File: src/rtl/p_bit.sv
// Probabilistic bit: xorshift32 sample compared against a tanh-shaped activation of I_i.
// Define PBIT_TANH_LUT_EN for the rounded-tanh ROM; otherwise a hard-tanh (saturating x16) is used.
module p_bit (
  input  logic              clk,
  input  logic              reset,
  input  logic              enable,
  input  logic signed [7:0] I_i,
  input  logic [31:0]       seed,
  output logic              m_i
);

  localparam logic [31:0] SeedFallback = 32'h2545F491;

  logic [31:0]       x_q, x_d;
  logic [31:0]       x_s1, x_s2, x_next;
  logic              m_q, m_d;
  logic signed [7:0] t;
  logic signed [7:0] r;

  always_comb begin
    x_s1   = x_q ^ (x_q << 13);
    x_s2   = x_s1 ^ (x_s1 >> 17);
    x_next = x_s2 ^ (x_s2 << 5);
  end

  assign r = x_q[7:0];

`ifdef PBIT_TANH_LUT_EN
  logic [7:0] mag;
  logic [6:0] lut;

  // tanh is odd, so only magnitudes are stored; |I_i| >= 25 rounds to 127.
  always_comb begin
    mag = I_i[7] ? 8'(-I_i) : 8'(I_i);
    case (mag)
      8'd0:    lut = 7'd0;
      8'd1:    lut = 7'd16;
      8'd2:    lut = 7'd31;
      8'd3:    lut = 7'd46;
      8'd4:    lut = 7'd59;
      8'd5:    lut = 7'd70;
      8'd6:    lut = 7'd81;
      8'd7:    lut = 7'd89;
      8'd8:    lut = 7'd97;
      8'd9:    lut = 7'd103;
      8'd10:   lut = 7'd108;
      8'd11:   lut = 7'd112;
      8'd12:   lut = 7'd115;
      8'd13:   lut = 7'd118;
      8'd14:   lut = 7'd120;
      8'd15:   lut = 7'd121;
      8'd16:   lut = 7'd122;
      8'd17:   lut = 7'd123;
      8'd18:   lut = 7'd124;
      8'd19:   lut = 7'd125;
      8'd20:   lut = 7'd125;
      8'd21:   lut = 7'd126;
      8'd22:   lut = 7'd126;
      8'd23:   lut = 7'd126;
      8'd24:   lut = 7'd126;
      default: lut = 7'd127;
    endcase
    t = I_i[7] ? 8'(-{1'b0, lut}) : {1'b0, lut};
  end
`else
  logic signed [11:0] scaled;

  always_comb begin
    scaled = $signed({I_i, 4'b0000});
    if (scaled > 12'sd127) begin
      t = 8'sd127;
    end else if (scaled < -12'sd127) begin
      t = -8'sd127;
    end else begin
      t = scaled[7:0];
    end
  end
`endif

  // 9-bit signed compare keeps t > r free of overflow at the range ends.
  always_comb begin
    m_d = m_q;
    x_d = x_q;
    if (enable) begin
      m_d = $signed({t[7], t}) > $signed({r[7], r});
      x_d = x_next;
    end
  end

  always_ff @(posedge clk) begin
    if (reset) begin
      x_q <= (seed == 32'd0) ? SeedFallback : seed;
      m_q <= 1'b0;
    end else begin
      x_q <= x_d;
      m_q <= m_d;
    end
  end

  assign m_i = m_q;

endmodule

File: config.mk
export PLATFORM = sky130hd
export DESIGN_NAME = p_bit
export DESIGN_NICKNAME = d
export VERILOG_FILES = /design/src/rtl/p_bit.sv
export SDC_FILE = /design/constraint.sdc
export NUM_CORES = 1
export LEC_CHECK = 0
export ABC_AREA = 1
export CORE_ASPECT_RATIO = 0.9
export CORE_MARGIN = 2
export CORE_UTILIZATION = 41
export CTS_CLUSTER_DIAMETER = 120
export CTS_CLUSTER_SIZE = 30
export DETAILED_ROUTE_END_ITERATION = 10
export MAX_ROUTING_LAYER = met4
export SLEW_MARGIN = 5
export SYNTH_ARGS = -nofsm -noshare
export SYNTH_HDL_FRONTEND = slang
export SYNTH_SLANG_ARGS = --single-unit
export TNS_END_PERCENT = 1
File: constraint.sdc
create_clock -name clk -period 5.7 [get_ports clk]
set_clock_uncertainty 0.05 [all_clocks]
set_input_delay 1.14 -clock clk [delete_from_list [all_inputs] [get_ports clk]]
set_output_delay 1.14 -clock clk [all_outputs]
set_load 0.005 [all_outputs]
==> metrics.md, run 1 <==
| Metric | Value |
|---|---|
| HP Start | `m_i` |
| Average size of a mapped cell | `roughly 9.3 um2` |
| Setup bufs post-CTS | `0` |
| Leak pwr | `about 1.3 nW` |
| Synth Net Count | `318` |
| Initial antenna violation count | `0` |
| Register area share after synthesis | `about two fifths` |
| Internal | `1.22 mW` |
| Post-Synthesis Cells | `approximately 270` |
| Most frequent cells in the layout | `nand2_1, clkdlybuf4s50_1, edfxtp_1` |
| Placed Area | `approximately 0.0030 mm2` |
| Dpl ws | `about 2.2 ns` |
| WL per Instance | `roughly 15 um` |
| TritonCTS Buffers | `5` |
| Fin util | `~54%` |
| Max-cap viol count | `0` |
| Worst Max-Slew Pin Slew | `just under 0.9 ns` |
| CP Cell Sequence | `buf_2 -> inv_1 -> nand2_1 -> buf_4` |
| Tot GR Track Use | `between 10% and 20%` |
| Die Span X | `between 80 and 90 um` |
| DRT iter0 DRCs | `113` |
| WS Path Type | `in -> reg` |
| Terminus of the critical flop-to-flop path | `x_q[8]` |
| Area share of the largest cell type after synthesis | `between 30% and 40%` |
| Flop2flop setup slack | `between 3 and 4 ns` |
| Final ANT Viol Nets | `0` |
| Area grow syn2layout | `24.1%` |
| Tmin final | `between 3 and 4 ns` |
| Net Sw Power | `between 0.8 and 0.9 mW` |
| DP Cell Count | `approximately 380` |
| Ys Warns | `0` |
| Cell area after layout | `around 0.0031 mm2` |
| Vias | `between 1,500 and 2,000` |
| Met1 usage | `25.8%` |
| CTS Buffer Depth | `2` |
| Vias in the first global route | `1,871` |
| Final worst slack | `~2.5 ns` |
| Status | `finished, final reports clean` |
| CP startpoint kind | `input port` |
| Seq pwr share | `roughly 29%` |
| HPWL Detailed | `4.57 mm` |
| VDD IR max | `0.000260 V` |
| RR Startpoint | `x_q[7]` |
| Die area | `0.00672 mm2` |
| CP max-delay cell | `buf_2` |
| Vias/cell | `~4.9` |
| Commonest non-fill, non-tap cell in the layout | `nand2_1` |
| Starting density of the core | `between 40 and 50%` |
| Fin. Hold Viols | `0` |
| Gate power share | `60.5%` |
| Worst reg2reg path depth | `4` |
| Area of the core | `0.00576 mm2` |
| Cts hold-fix bufs | `0` |
| Yosys reg bits | `33` |
| Peak fanout along the critical path | `60` |
| Setup tns final | `0 ns` |
| Worst Hold Path EP | `m_i` |
| Switching share of power | `41.3%` |
| CP top delay family | `buffers and inverters` |
| # diodes | `0` |
| Final non-filler cell total | `383` |
| Maximum number of pins on one net before global-route repair | `61` |
| Slew Viols, Final | `0` |
| DRT Pass-1 Iters | `4` |
| Share of layout cells above drive strength 1 | `roughly a tenth` |
| Nets | `between 300 and 400` |
| Clk Latency, worst-skew pair | `about 0.29 ns` |
| Fmax | `between 300 and 400 MHz` |
| Critical path arrival | `3.07 ns` |
| Total grt overflow | `0` |
| Final period utilization | `~55%` |
| Post-CTS Resized | `0` |
| Max_slew headroom | `40.3%` |
| GRT Max-Usage Layer | `met2` |
| CTS tree | `done` |
| CP bufs+invs | `3` |
| Unrepaired setup endpoints after global routing | `no` |
| Routing usage on met3 | `4.57%` |
| Worst stage delay on the critical path | `about 0.68 ns` |
| Cell Pwr Density | `approximately 670 mW/mm2` |
| DRC Markers | `0` |
| Hold Path Class | `reg -> reg` |
| Row count | `26` |
| Final wirelength | `between 5 and 6 mm` |
| I/O Buffers | `43` |
| Hold path depth | `2` |
| Worst-path clk slew | `~0.06 ns` |
| Required time worst endpoint | `5.62 ns` |
| Top post-synthesis cells by area | `edfxtp_1, xnor2_2, xnor2_1` |
| H-tree lvl count | `2` |
| Area leader, netlist | `edfxtp_1` |
| Hold WS | `roughly 0.47 ns` |
| First-pass GRT wire length | `~9.4 mm` |
| I/O pins | `between 40 and 50` |
| Synth cell types | `27` |
| RD Place Congestion | `0.809` |
| Post-Syn Area | `around 0.0025 mm2` |
| Crit end category | `flip-flop` |
| Clock share of power | `between 10% and 20%` |
| Die Y | `78.0 um` |
| Met2 global-route usage | `29.1%` |
| Clock sinks | `33` |
| Pwr Total | `roughly 2.1 mW` |
| Final setup fails | `0` |
| Root buf cell | `clkbuf_8` |
per-layer routing:
layer  share of wire, %  wire, um
met4                1.8       103
met2                 45      2580
met3                5.2       303
met5                  0         0
met1                 48      2790
cell usage after synthesis:
library cell,instances
a21oi_1,1
xnor2_1,26
nor4_1,2
nor3_1,3
or2_2,1
xor2_2,5
inv_2,1
nand2_1,43
xnor2_2,15
a211oi_1,1
dfxtp_1,1
clkbuf_1,5
edfxtp_1,32
buf_2,1
nand4_1,4
o21ai_1,12
o21ai_2,2
ha_1,7
nor2_1,19
nor3b_1,1
o21ai_0,30
nand3_1,9
buf_1,1
inv_1,30
xor2_1,14
o21bai_1,1
nor2_4,1
sequential cells by signal, indices dropped and copies added (netlist names):
signal / count
x_q: 32
m_i: 1
layout make-up:
cell class	count	area, um2
fillers	548	2670
multi-input cells	197	1370
flip-flops and latches	33	981
repair buffers	44	433
inverters	31	116
well taps	70	87.6
clock buffers	6	72.6
clock inverters	2	33.8
tightest hold or removal path: stages (launching register included):
cell,delay (ns)
dfxtp_1,0.32
nand3_1,0.10
nand2_1,0.05
worst max-delay path by stage:
stage,from,cells after the start,to,slack [ns]
floorplan,I_i[6],13,m_i,3.02
global placement,reset,4,x_q[21],2.32
detailed placement,reset,4,x_q[31],2.23
CTS,reset,4,x_q[5],2.53
global route,reset,4,x_q[1],2.27
finish,reset,4,x_q[4],2.55
power by group through the flow:
stage / Combinational (mW) / Clock (mW) / Sequential [mW]
floorplan: 1.03 / 0 / 0.584
detailed placement: 1.27 / 0 / 0.611
finish: 1.26 / 0.220 / 0.604
global route: 1.41 / 0.234 / 0.623
CTS: 1.28 / 0.224 / 0.605
global placement: 1.26 / 0 / 0.607
kinds of logic (layout without fill, tap and decap cells):
| group | after synthesis | in the layout | share of synthesized area, % |
|---|---|---|---|
| AOI/OAI and AO/OA | 47 | 47 | 9.94 |
| buffers and inverters | 38 | 83 | 5.78 |
| adders and majority gates | 7 | 7 | 3.52 |
| xor gates and xnor gates | 60 | 60 | 27.1 |
| and+or+nand+nor | 83 | 83 | 14.3 |
| DFF | 33 | 33 | 39.4 |
(Power assumes the default switching activity.)
==> run 2: changes to the inputs <==
clock period = 2.92 ns   (was 5.7 ns; I/O delays follow)
==> run 2 against run 1 <==
  * Via count increased by 0.48%
  * Non-clock buffer count increased by 1
  * Wire length increased by 1.0%
  * Clock power increased by 55%
  * Total power increased by 91%
  * Clock-buffer cell count unchanged
  * Hold slack got worse by 0.026 ns
  * Critical endpoint is now m_i
  * Largest cell class unchanged
  * Largest power group unchanged
==> metrics.md, run 2 (synthesized netlist as in run 1, its figures left out) <==
| Metric | Value |
|---|---|
| Share of layout cells above drive strength 1 | `11.1% (was 10.5%)` |
| Final period utilization | `around 86%` |
| VDD IR max | `0.000558 V (was 0.000260 V)` |
| Maximum number of pins on one net before global-route repair | `60 (was 61)` |
| Slew Viols, Final | `0 (unchanged)` |
| Most frequent cells in the layout | `nand2_1, clkdlybuf4s50_1, edfxtp_1 (unchanged)` |
| Final setup fails | `0 (unchanged)` |
| WL per Instance | `15.2 um (was 15.1 um)` |
| Initial antenna violation count | `0 (unchanged)` |
| Die area | `0.00672 mm2 (unchanged)` |
| Setup bufs post-CTS | `0 (unchanged)` |
| Peak fanout along the critical path | `4 (was 60)` |
| Hold Path Class | `reg -> reg (unchanged)` |
| Required time worst endpoint | `3.06 ns (was 5.62 ns)` |
| Worst reg2reg path depth | `4 (unchanged)` |
| Fmax | `about 400 MHz` |
| Fin. Hold Viols | `0 (unchanged)` |
| Clk Latency, worst-skew pair | `0.29 ns (about the same)` |
| Area grow syn2layout | `23.4% (was 24.1%)` |
| Cts hold-fix bufs | `0 (unchanged)` |
| I/O Buffers | `43 (unchanged)` |
| DRT Pass-1 Iters | `4 (unchanged)` |
| Flop2flop setup slack | `1.16 ns (was 3.97 ns)` |
| DRC Markers | `0 (unchanged)` |
| Switching share of power | `42.3% (was 41.3%)` |
| Worst-path clk slew | `0.07 ns (was 0.06 ns)` |
| Max-cap viol count | `0 (unchanged)` |
| CTS Buffer Depth | `2 (unchanged)` |
| Unrepaired setup endpoints after global routing | `no (unchanged)` |
| TritonCTS Buffers | `5 (unchanged)` |
| Cell Pwr Density | `1300 mW/mm2 (was 674 mW/mm2)` |
| Internal | `2.30 mW (was 1.22 mW)` |
| Net Sw Power | `1.69 mW (was 0.862 mW)` |
| Final wirelength | `5.83 mm (was 5.77 mm)` |
| HPWL Detailed | `4.48 mm (was 4.57 mm)` |
| WS Path Type | `in -> reg (unchanged)` |
| Max_slew headroom | `64.1% (was 40.3%)` |
| Critical path origin | `I_i[3] (was reset)` |
| Leak pwr | `1.25 nW (about the same)` |
| RD Place Congestion | `0.815 (was 0.809)` |
| Die Y | `78.0 um (unchanged)` |
| Crit end category | `flip-flop (unchanged)` |
| Commonest non-fill, non-tap cell in the layout | `nand2_1 (unchanged)` |
| Hold path depth | `2 (unchanged)` |
| Largest Register | `x_q (unchanged)` |
| # diodes | `0 (unchanged)` |
| Clock share of power | `8.6% (was 10.5%)` |
| Seq pwr share | `29.6% (was 29.0%)` |
| Final ANT Viol Nets | `0 (unchanged)` |
| Post-CTS Resized | `0 (unchanged)` |
| Total grt overflow | `0 (unchanged)` |
| Tot GR Track Use | `18.6% (was 19.3%)` |
| CP startpoint kind | `input port (unchanged)` |
| Vias in the first global route | `1,797 (was 1,871)` |
| Vias/cell | `4.89 (was 4.88)` |
| Critical path arrival | `2.64 ns (was 3.07 ns)` |
| Clock sinks | `33 (unchanged)` |
| Die Span X | `86.2 um (unchanged)` |
| Area of the core | `0.00576 mm2 (unchanged)` |
| Root buf cell | `clkbuf_8 (unchanged)` |
| Largest register FFs | `32 (unchanged)` |
| RR Startpoint | `x_q[7] (unchanged)` |
| Nets | `363 (was 362)` |
| Worst Max-Slew Pin Slew | `0.539 ns (was 0.895 ns)` |
| I/O pins | `44 (unchanged)` |
| DRT iter0 DRCs | `135 (was 113)` |
| CTS tree | `done (unchanged)` |
| Status | `finished, final reports clean (unchanged)` |
| Setup tns final | `0 ns (unchanged)` |
| Hold WS | `0.439 ns (was 0.466 ns)` |
| Vias | `1,879 (was 1,870)` |
| HP Start | `m_i (unchanged)` |
| Starting density of the core | `43.3% (unchanged)` |
| First-pass GRT wire length | `9.14 mm (was 9.39 mm)` |
| Tmin final | `2.51 ns` |
| H-tree lvl count | `2 (unchanged)` |
| Gate power share | `61.8% (was 60.5%)` |
| Row count | `26 (unchanged)` |
## run 2: power by group through the flow
stage | clock, mW | combinational, mW | sequential [mW]
after global placement | 0 | 2.44 | 1.18
final | 0.342 | 2.47 | 1.18
after floorplan | 0 | 2.01 | 1.14
after global routing | 0.370 | 2.71 | 1.21
after detailed placement | 0 | 2.47 | 1.19
after CTS | 0.350 | 2.49 | 1.18
## run 2: path summary, 6_finish.rpt
| check | to |
|---|---|
| min reg2reg | m_i |
| min | m_i |
| max reg2reg | x_q[8] |
| max | m_i |
## run 2: metal layers
layer	track usage (%)	wire length [um]
met4	5.40	89
met5	-	0
met2	26.6	2580
met1	27.1	2980
met3	3.09	181
## run 2: layout make-up
class / instances / area (um2)
sequential: 33 / 981
clock inverter: 2 / 10.0
inverter: 31 / 116
multi-input combinational: 197 / 1370
clock buffer: 6 / 72.6
tap: 70 / 87.6
fill: 530 / 2680
timing repair buffer: 45 / 440
## run 2: stage by stage
stage                     std cells  setup WS [ns]  area, um2  power, mW  utilization, %
final                           384          0.414       3070       3.99            53.4
after global routing            384          0.258       3070       4.30            53.4
after CTS                       384          0.438       3070       4.02            53.4
after detailed placement        376          0.132       2990       3.66            52.0
after global placement          376          0.238       2990       3.62            52.0
after floorplan                 268          0.797       2490       3.15               -
## run 2: critical path, cell delays in order
cell             delay (ns)
clkdlybuf4s50_1        0.48
nand4_1                0.10
o21ai_0                0.33
o21ai_0                0.16
inv_1                  0.08
ha_1                   0.23
a21oi_1                0.13
nor2_1                 0.05
a211oi_1               0.24
nand3_1                0.11
nand3_1                0.09
nand2_1                0.05
==> run 3: changes to the inputs <==
REMOVE_ABC_BUFFERS = 1   (was not set)
clock period = 2.9 ns   (was 2.92 ns; I/O delays follow)
==> run 3 against run 2 <==
  * Utilization about the same
  * Non-clock buffer count unchanged
  * Die area unchanged
  * Sequential power about the same
  * Via count up 1.5%
  * Combinational power about the same
  * Clock-buffer cell count down 1
  * Highest routed layer unchanged
  * Critical endpoint unchanged
  * Critical path depth unchanged
  * Sequential cell count unchanged
==> metrics.md, run 3 (synthesized netlist as in run 1, its figures left out) <==
| Metric | Value |
|---|---|
| Status | `finished, final reports clean (unchanged)` |
| TritonCTS Buffers | `5 (unchanged)` |
| Tmin final | `2.53 ns` |
| VDD IR max | `0.000487 V (was 0.000558 V)` |
| Maximum number of pins on one net before global-route repair | `60 (unchanged)` |
| Die area | `0.00672 mm2 (unchanged)` |
| Cell Pwr Density | `1290 mW/mm2 (was 1300 mW/mm2)` |
| Row count | `26 (unchanged)` |
| Share of layout cells above drive strength 1 | `10.8% (was 11.1%)` |
| Nets | `363 (unchanged)` |
| RR Startpoint | `x_q[5] (was x_q[7])` |
| Largest Register | `x_q (unchanged)` |
| Fin util | `53.4% (about the same)` |
| Hold Path Class | `reg -> reg (unchanged)` |
| CP startpoint kind | `input port (unchanged)` |
| Commonest non-fill, non-tap cell in the layout | `nand2_1 (unchanged)` |
| Vias | `1,908 (was 1,879)` |
| Critical path arrival | `2.66 ns (was 2.64 ns)` |
| Post-CTS Resized | `0 (unchanged)` |
| Worst-path clk slew | `0.07 ns (about the same)` |
| Worst reg2reg path depth | `8 (was 4)` |
| Final period utilization | `87.2%` |
| DRT iter0 DRCs | `200 (was 135)` |
| Leak pwr | `1.25 nW (about the same)` |
| Worst Hold Path EP | `m_i (unchanged)` |
| I/O Buffers | `43 (unchanged)` |
| Root buf cell | `clkbuf_8 (unchanged)` |
| Final ANT Viol Nets | `0 (unchanged)` |
| Most frequent cells in the layout | `nand2_1, clkdlybuf4s50_1, edfxtp_1 (unchanged)` |
| Starting density of the core | `43.3% (unchanged)` |
| CP top delay family | `compound AO/OA/AOI/OAI gates (unchanged)` |
| Vias/cell | `4.97 (was 4.89)` |
| DRT Pass-1 Iters | `4 (unchanged)` |
| Unrepaired setup endpoints after global routing | `no (unchanged)` |
| Max_slew headroom | `65.3% (was 64.1%)` |
| RD Place Congestion | `0.873 (was 0.815)` |
| Die Y | `78.0 um (unchanged)` |
| Largest register FFs | `32 (unchanged)` |
| HPWL Detailed | `4.42 mm (was 4.48 mm)` |
| Fmax | `between 300 and 400 MHz` |
| Worst stage delay on the critical path | `0.48 ns (about the same)` |
| DRC Markers | `0 (unchanged)` |
| Worst Max-Slew Pin Slew | `0.520 ns (was 0.539 ns)` |
| Cts hold-fix bufs | `0 (unchanged)` |
| Clock sinks | `33 (unchanged)` |
| I/O pins | `44 (unchanged)` |
| First-pass GRT wire length | `9.31 mm (was 9.14 mm)` |
| Peak fanout along the critical path | `4 (unchanged)` |
| Final setup fails | `0 (unchanged)` |
| Tot GR Track Use | `18.8% (was 18.6%)` |
| Flop2flop setup slack | `1.15 ns (was 1.16 ns)` |
| Final wirelength | `5.71 mm (was 5.83 mm)` |
| Crit end category | `flip-flop (unchanged)` |
| Initial antenna violation count | `0 (unchanged)` |
| H-tree lvl count | `2 (unchanged)` |
| HP Start | `m_i (unchanged)` |
| Fill cell count | `541 (was 530)` |
| WL per Instance | `14.9 um (was 15.2 um)` |
| Fin. Hold Viols | `0 (unchanged)` |
| Hold path depth | `2 (unchanged)` |
| CTS Buffer Depth | `2 (unchanged)` |
| Max-cap viol count | `0 (unchanged)` |
| Setup bufs post-CTS | `0 (unchanged)` |
| Area grow syn2layout | `23.4% (about the same)` |
| Total grt overflow | `0 (unchanged)` |
| CTS tree | `done (unchanged)` |
| Area of the core | `0.00576 mm2 (unchanged)` |
| Clk Latency, worst-skew pair | `0.29 ns (about the same)` |
| Terminus of the critical flop-to-flop path | `m_i (was x_q[8])` |
| Required time worst endpoint | `3.04 ns (was 3.06 ns)` |
| Setup tns final | `0 ns (unchanged)` |
| Die Span X | `86.2 um (unchanged)` |
| CP max-delay cell | `clkdlybuf4s50_1 (unchanged)` |
| # diodes | `0 (unchanged)` |
| CP bufs+invs | `2 (unchanged)` |
| Slew Viols, Final | `0 (unchanged)` |
| Vias in the first global route | `1,928 (was 1,797)` |
| WS Path Type | `in -> reg (unchanged)` |
| CP Cell Sequence | `clkdlybuf4s50_1 -> nand4_1 -> o21ai_0 -> o21ai_0 -> inv_1 -> ha_1 -> a21oi_1 -> nor2_1 -> a211oi_1 -> nand3_1 -> nand3_1 -> nand2_1 (unchanged)` |
run 3: changes by cell type in the layout (fill, tap and decap cells not counted):
cell | before | now
clkinv_1 | 0 | 2
clkbuf_1 | 1 | 0
clkinv_2 | 2 | 1
run 3: layer usage:
| layer | wire [um] | GRT usage [%] | part of all wire [%] |
|---|---|---|---|
| met5 | 0 | - | 0 |
| met4 | 44 | 5.24 | 0.77 |
| met3 | 338 | 3.19 | 5.9 |
| met2 | 2440 | 27.5 | 43 |
| met1 | 2890 | 26.9 | 51 |
run 3: worst min-delay path, stage by stage, from the launching register on:
cell	delay, ns
dfxtp_1	0.32
nand3_1	0.07
nand2_1	0.04
run 3: worst max-delay path by stage:
| stage | start | end | slack, ns | depth (start not counted) |
|---|---|---|---|---|
| 2_1_floorplan | I_i[6] | m_i | 0.78 | 13 |
| 3_3_place_gp | I_i[3] | m_i | 0.19 | 12 |
| 3_5_place_dp | I_i[4] | m_i | 0.1 | 12 |
| 4_1_cts | I_i[4] | m_i | 0.39 | 12 |
| 5_1_grt | I_i[4] | m_i | 0.16 | 12 |
| 6_report | I_i[4] | m_i | 0.37 | 12 |
run 3: where the power goes:
group	internal (mW)	switching (mW)	leakage [nW]	total, mW
sequential	0.917	0.279	0.338	1.20
combinational	1.23	1.21	0.865	2.44
clock	0.162	0.177	0.0430	0.338
total	2.31	1.67	1.25	3.98
run 3: layout make-up:
cell class                      instances  area (um2)  share of cell area [%]
Clock buffer                            5        68.8                    2.24
Clock inverter                          3        12.5                   0.407
Inverter                               31         116                    3.79
Multi-Input combinational cell        197        1370                    44.5
Sequential cell                        33         981                    31.9
Tap cell                               70        87.6                    2.85
Timing Repair Buffer                   45         440                    14.3
run 3: per-stage QoR:
stage                     hold WS (ns)  instance area [um2]  power [mW]  setup WS, ns  instances
after global placement           0.412                 2990        3.63         0.190        376
after detailed placement         0.416                 2990        3.65        0.0954        376
after CTS                        0.425                 3070        4.01         0.394        384
final                            0.423                 3070        3.98         0.372        384
after global routing             0.442                 3070        4.31         0.156        384
after floorplan                  0.414                 2460        3.16         0.781        261
